[src/rtl/spc700_pkg.sv]
// Shared types and constants for the SPC700 micro-step sequencer.
// Holds the step-command encoding, the special opcodes and the MUL/DIV extended-phase lengths.
package spc700_pkg;

  typedef enum logic [1:0] {
    NEXT   = 2'd0,
    BRANCH = 2'd1,
    END    = 2'd2,
    EXT    = 2'd3
  } state_ctrl_e;

  localparam logic [7:0] OP_MUL   = 8'hCF;
  localparam logic [7:0] OP_DIV   = 8'h9E;
  localparam logic [7:0] OP_SLEEP = 8'hEF;
  localparam logic [7:0] OP_STOP  = 8'hFF;

  localparam logic [3:0] MUL_EXT = 4'd5;
  localparam logic [3:0] DIV_EXT = 4'd8;

  // Extended-phase step index shown on STATE[1:0]: saturates at 3 while the counter runs on.
  function automatic logic [1:0] ext_step(input logic [3:0] cnt);
    return (cnt > 4'd3) ? 2'd3 : cnt[1:0];
  endfunction

endpackage

[src/rtl/spc700_seq.sv]
// SPC700 micro-step sequencer: opcode register, step index, MUL/DIV extended phase and halt.
//
//   state           | meaning
//   ----------------+-------------------------------------------------------------
//   STATE = 0..7    | normal micro-step of the opcode in IR
//   STATE = 8..11   | MUL/DIV extended phase, low bits = min(ext_cnt, 3)
//   HALTED = 1      | SLEEP/STOP finished; IR and STATE frozen until RST
module spc700_seq
  import spc700_pkg::*;
(
  input  logic       CLK,
  input  logic       RST,
  input  logic       EN,
  input  logic [1:0] STATE_CTRL,
  input  logic       COND,
  input  logic [7:0] DI,
  output logic [7:0] IR,
  output logic [3:0] STATE,
  output logic       SYNC,
  output logic       HALTED
);

  localparam logic [3:0] ST_FETCH = 4'h0;
  localparam logic [3:0] ST_EXT0  = 4'h8;

  state_ctrl_e ctrl;
  logic [3:0]  ext_cnt;
  logic [3:0]  ext_cnt_nxt;
  logic [3:0]  ext_last;
  logic [2:0]  resume_step;
  logic        in_ext;
  logic        muldiv_op;
  logic        halt_op;
  logic        end_step;

  assign ctrl        = state_ctrl_e'(STATE_CTRL);
  assign in_ext      = STATE[3];
  assign muldiv_op   = (IR == OP_MUL) || (IR == OP_DIV);
  assign halt_op     = (IR == OP_SLEEP) || (IR == OP_STOP);
  // A failed branch terminates the instruction exactly like END.
  assign end_step    = (ctrl == END) || ((ctrl == BRANCH) && !COND);
  assign ext_last    = (IR == OP_DIV) ? (DIV_EXT - 4'd1) : (MUL_EXT - 4'd1);
  assign ext_cnt_nxt = ext_cnt + 4'd1;
  assign SYNC        = end_step && !HALTED;

  always_ff @(posedge CLK or posedge RST) begin
    if (RST) begin
      IR          <= 8'h00;
      STATE       <= ST_FETCH;
      ext_cnt     <= 4'd0;
      resume_step <= 3'd0;
      HALTED      <= 1'b0;
    end else if (EN && !HALTED) begin
      if (in_ext) begin
        // Step commands are ignored here; only the counter decides when to resume.
        if (ext_cnt == ext_last) begin
          STATE   <= {1'b0, resume_step};
          ext_cnt <= 4'd0;
        end else begin
          ext_cnt <= ext_cnt_nxt;
          STATE   <= {2'b10, ext_step(ext_cnt_nxt)};
        end
      end else if (end_step) begin
        STATE <= ST_FETCH;
        if (halt_op) begin
          HALTED <= 1'b1;
        end else begin
          IR <= DI;
        end
      end else if ((ctrl == EXT) && muldiv_op) begin
        STATE       <= ST_EXT0;
        ext_cnt     <= 4'd0;
        resume_step <= STATE[2:0] + 3'd1;
      end else begin
        STATE <= {1'b0, STATE[2:0] + 3'd1};
      end
    end
  end

endmodule

[config.mk]
export PLATFORM = sky130hd
export DESIGN_NAME = spc700_seq
export DESIGN_NICKNAME = d
export VERILOG_FILES = /design/src/rtl/spc700_pkg.sv /design/src/rtl/spc700_seq.sv
export SDC_FILE = /design/constraint.sdc
export NUM_CORES = 1
export LEC_CHECK = 0
export CORE_MARGIN = 5
export CORE_UTILIZATION = 51
export DETAILED_ROUTE_END_ITERATION = 8
export PLACE_DENSITY = 0.83
export SLEW_MARGIN = 20
export SYNTH_ARGS = -nofsm -noshare
export SYNTH_HDL_FRONTEND = slang
export SYNTH_SLANG_ARGS = --single-unit
[constraint.sdc]
create_clock -name CLK -period 3.75 [get_ports CLK]
set_input_delay 0.75 -clock CLK [delete_from_list [all_inputs] [get_ports CLK]]
set_output_delay 0.75 -clock CLK [all_outputs]
set_load 0.02 [all_outputs]
# Word level (Yosys, flattened, before mapping)
# Index checks and enable logic that the tools add are counted.
# classes
magnitude_cmp	1
n_eq_ne	9
n_addsub	2
n_reduce_logical	14
mux	10
bitwise	3
# op_table
cell	n
equality test 8 bit (second input constant)	4
2-to-1 mux 4 bit	8
AND reduction 4 bit	3
adder 4 x 1 -> 4 bit (second input constant)	1
equality test 2 bit (second input constant)	2
equality test 4 x 3 -> 1 bit	1
> comparator 4 x 2 -> 1 bit (second input constant)	1
logical AND 1 bit	4
2-to-1 mux 2 bit	2
adder 3 x 1 -> 3 bit (second input constant)	1
logical OR 1 bit	3
inverter 1 bit	3
AND reduction 3 bit	1
equality test 2 x 1 -> 1 bit (second input constant)	1
zero test 1 bit	2
!= test 2 bit (second input constant)	1
nonzero test 2 bit	1
# word_totals
ff_bits	20
output_inout_bits	14
word_cells	44
in_bits	14

# Depth between registers and ports, before layout
# logic_depth
word_depth	6
ltp_mapped	6
mapped_depth_nobuf	6

# Worst setup path before layout
# Ideal clock, no wire load.
# synth_path
path_type	input to register
from	in STATE_CTRL[1]
to	reg IR[0]
cell_stages	5
setup_time_ns	0.125
path_buffers	0
required_time_ns	3.625
setup_slack_ns	1.687
arrival_ns	1.938
cell_sequence	nor3b_1 > a21oi_1 > or3_1 > nor2_4 > mux2_2
# synth_between
elab_chain_cells	4
elab_cells_between_ends	5
cone_classes	eq/ne: 2; reduce/logical: 3
# synth_lines
element	line_no	source
start, declared	spc700_seq.sv:14	input logic [1:0] STATE_CTRL,
equality test 2 x 1 -> 1 bit	spc700_seq.sv:41	assign end_step = (ctrl == END) || ((ctrl == BRANCH) && !COND);
logical AND 1 bit	spc700_seq.sv:41	
logical OR 1 bit (*)	spc700_seq.sv:41	
AND reduction 4 bit (no source line) (*)	n/a	
end signal, assigned	spc700_seq.sv:48	IR <= 8'h00;
end signal, assigned	spc700_seq.sv:68	IR <= DI;
end, declared	spc700_seq.sv:17	output logic [7:0] IR,
# Mark *: on every way between the ends. The rest lies on a longest branch, timed or not.
# A chain may end at the register's enable or synchronous reset.

# Final worst setup path
# layout_path
from	in STATE_CTRL[0]
to	out SYNC
# layout_between
elab_chain_cells	4
elab_cells_between_ends	5
cone_classes	eq/ne: 2; reduce/logical: 3
# layout_lines
element	line_no	source
equality test 2 x 1 -> 1 bit	spc700_seq.sv:41	
logical AND 1 bit	spc700_seq.sv:41	
logical OR 1 bit (*)	spc700_seq.sv:41	
logical AND 1 bit (*)	spc700_seq.sv:44	assign SYNC = end_step && !HALTED;
end, declared	spc700_seq.sv:19	output logic SYNC,
# Marked as above.

==> results.txt <==
outcome: finished, final reports clean
gp weighted congestion: 0.772
post-CTS sizing: 0
most common cell after layout, fill and taps aside: clkdlybuf4s50_1
Hold Vio Cnt, Final: 0
Max clock buf depth: 2
CP max stage cell: clkdlybuf4s50_1
routed len/inst: 15.6 µm
DRC Markers: 0
clock slew at reported path FFs: 0.12 ns
Final Skew: 0.00738 ns
dpl ws: 0.766 ns
DRT Pass-1 Iters: 3
Rel. slew slack: 48.4%
via count: 921
Core Util, Final: 71.1%
path type of the worst min-delay path: reg2reg
clk_lat worst skew: 0.30 ns
Setup Fix Bufs, Post-CTS: 0
Leakage Power: 0.618 nW
fraction of layout cells with a size suffix above 1: 15.8%
worst hold margin: 0.510 ns
row cnt: 16
antenna diode count: 0
max cap viols: 0
Hold-fix buffers, CTS: 0
CP top delay family: buffers and inverters
Arrival @ worst endpoint: 2.25 ns
power per cell area: 258 nW/µm²
type of origin of the critical path: primary input
Max Freq: 334 MHz
Tmin final: 3.00 ns
total gr overflow: 0
full die area: 3160 µm²
CP Data Required Time: 3.00 ns
drt total wl: 2.50 mm
Yosys reg bits: 20
vias in the first global route: 989
Mapped Cells: 103
nets: 150
most frequent cells in the layout: 27 x clkdlybuf4s50_1, 20 x dfrtp_1, 11 x mux2_2
# IOs: 28
peak supply drop: 189 µV
input/output buffers: 27
sequential-to-total area share from yosys stat: 46.0%
critical path endpoint category: output port
clock sinks: 20
area grow syn2layout: 31.0%
Chip Width: 56.2 µm
Synth cell types: 37
Worst path max stage delay: 0.61 ns
GRT Util Overall: 16.7%
worst-path cell chain: clkdlybuf4s50_1, nor3b_1, a21oi_1, nor2_1, clkdlybuf4s50_1
Core ar.: 2000 µm²
Syn Nets: 119
initial antenna violation count: 0
Die H: 56.2 µm
ys async rst share: 100%
RSZ-0062 raised after global routing: false
Routed Antenna Nets: 0
worst setup margin: 0.752 ns
Final Setup Violations: 0
Non-Filler Cell Area, Final: 1420 µm²
Setup TNS: 0 ns
Num CTS Buffers: 3
Synth Warn #: 0
max-slew violation count: 0
global-route wire length before repair: 4.30 mm
top_reg_cell synth: dfrtp_1
CTS root buf: clkbuf_4
vias per cell: 5.76
kind of critical path: in2out
most used cell, CP: clkdlybuf4s50_1
pin count of the biggest net entering global routing: 21
Synth Cell Area: 1090 µm²
post-DP HPWL: 1.97 mm
Initial Util: 54.3%
flop2flop setup slack: 1.79 ns
First DRT Iteration DRCs: 6
Least-Margin Pin Slew: 0.773 ns
worst-path fanout max: 4
Final period util: 79.9%
Mean Syn Cell Area: 10.6 µm²
Post-DP Area: 1390 µm²
H-Tree Depth: 1
EDFF count, synth: 0
WP buf/inv: 2
CTS tree: done
[layout make-up]
| type | count | area (µm²) |
|---|---|---|
| clock buffers | 4 | 36.3 |
| flip-flops and latches | 20 | 500 |
| multi-input cells | 74 | 553 |
| well taps | 27 | 33.8 |
| repair buffers | 27 | 270 |
| fillers | 156 | 578 |
| inverters | 8 | 30.0 |
[report_power, final]
part / internal (mW) / total, mW / switching, mW / leakage, nW
registers: 0.216 / 0.217 / 0.000452 / 0.262
logic: 0.0156 / 0.0271 / 0.0115 / 0.336
clock network: 0.0591 / 0.124 / 0.0652 / 0.0210
total: 0.291 / 0.368 / 0.0772 / 0.618
[state kept, by name, indices dropped and copies added (netlist names)]
register and flops:
IR 8, STATE 4, ext_cnt 4, resume_step 3, HALTED 1
[per-layer routing]
layer / part of all wire (%) / GRT usage, % / vias to the layer above / wire [µm]
met1: 43 / 20.3 / 452 / 1070
met3: 5.9 / 4.18 / 4 / 148
met5: 0 / 0 / - / 0
li1: - / - / 442 / -
met2: 50 / 28.4 / 23 / 1250
met4: 1.1 / 6.10 / 0 / 28
[worst min-delay path: cells and delay by family, from the launching register on]
kind | cells | cell delay (ns)
flip-flops | 1 | 0.38
AO/OA/AOI/OAI | 1 | 0.06
AND/OR/NAND/NOR | 1 | 0.05
[cell usage after synthesis (2+ instances only)]
library cell	instances	area share [%]
dfrtp_1	20	46
mux2_2	11	11
inv_1	8	2.8
nor2_1	8	2.8
nand2_1	6	2.1
a21oi_1	4	1.8
nand3_1	4	1.8
o21ai_0	4	1.8
a31oi_1	3	1.7
a21o_1	2	1.4
a221o_1	2	1.8
a32oi_1	2	1.6
ha_1	2	2.3
nor2b_1	2	1.2
nor3b_1	2	1.4
o31ai_1	2	1.4
[metrics by stage]
step	total power [mW]	std cells
global route	0.383	160
floorplan	0.230	103
detailed placement	0.248	156
finish	0.368	160
CTS	0.371	160
global placement	0.247	156
[worst paths after layout]
kind	cells after the start	from	to
max	5	STATE_CTRL[0]	SYNC
min	2	resume_step[0]$_DFFE_PP0P_	resume_step[0]$_DFFE_PP0P_
max reg2reg	5	IR[6]$_DFFE_PP0P_	ext_cnt[2]$_DFFE_PP0P_
min reg2reg	2	resume_step[0]$_DFFE_PP0P_	resume_step[0]$_DFFE_PP0P_
max in group asynchronous	2	RST	ext_cnt[1]$_DFFE_PP0P_
min in group asynchronous	2	RST	resume_step[2]$_DFFE_PP0P_
[cells by family (layout without fill, tap and decap cells)]
kind of cell,after synthesis,after routing,synth area share (%)
AND/OR/NAND/NOR,34,34,19.3
AO/OA/AOI/OAI,25,25,16.1
flip-flops,20,20,46.0
multiplexers,12,12,12.3
buffers and inverters,9,39,3.11
adder cells (fa/ha/maj),2,2,2.30
XOR/XNOR,1,1,0.806
Note: power is estimated with default switching activity, not from simulation.
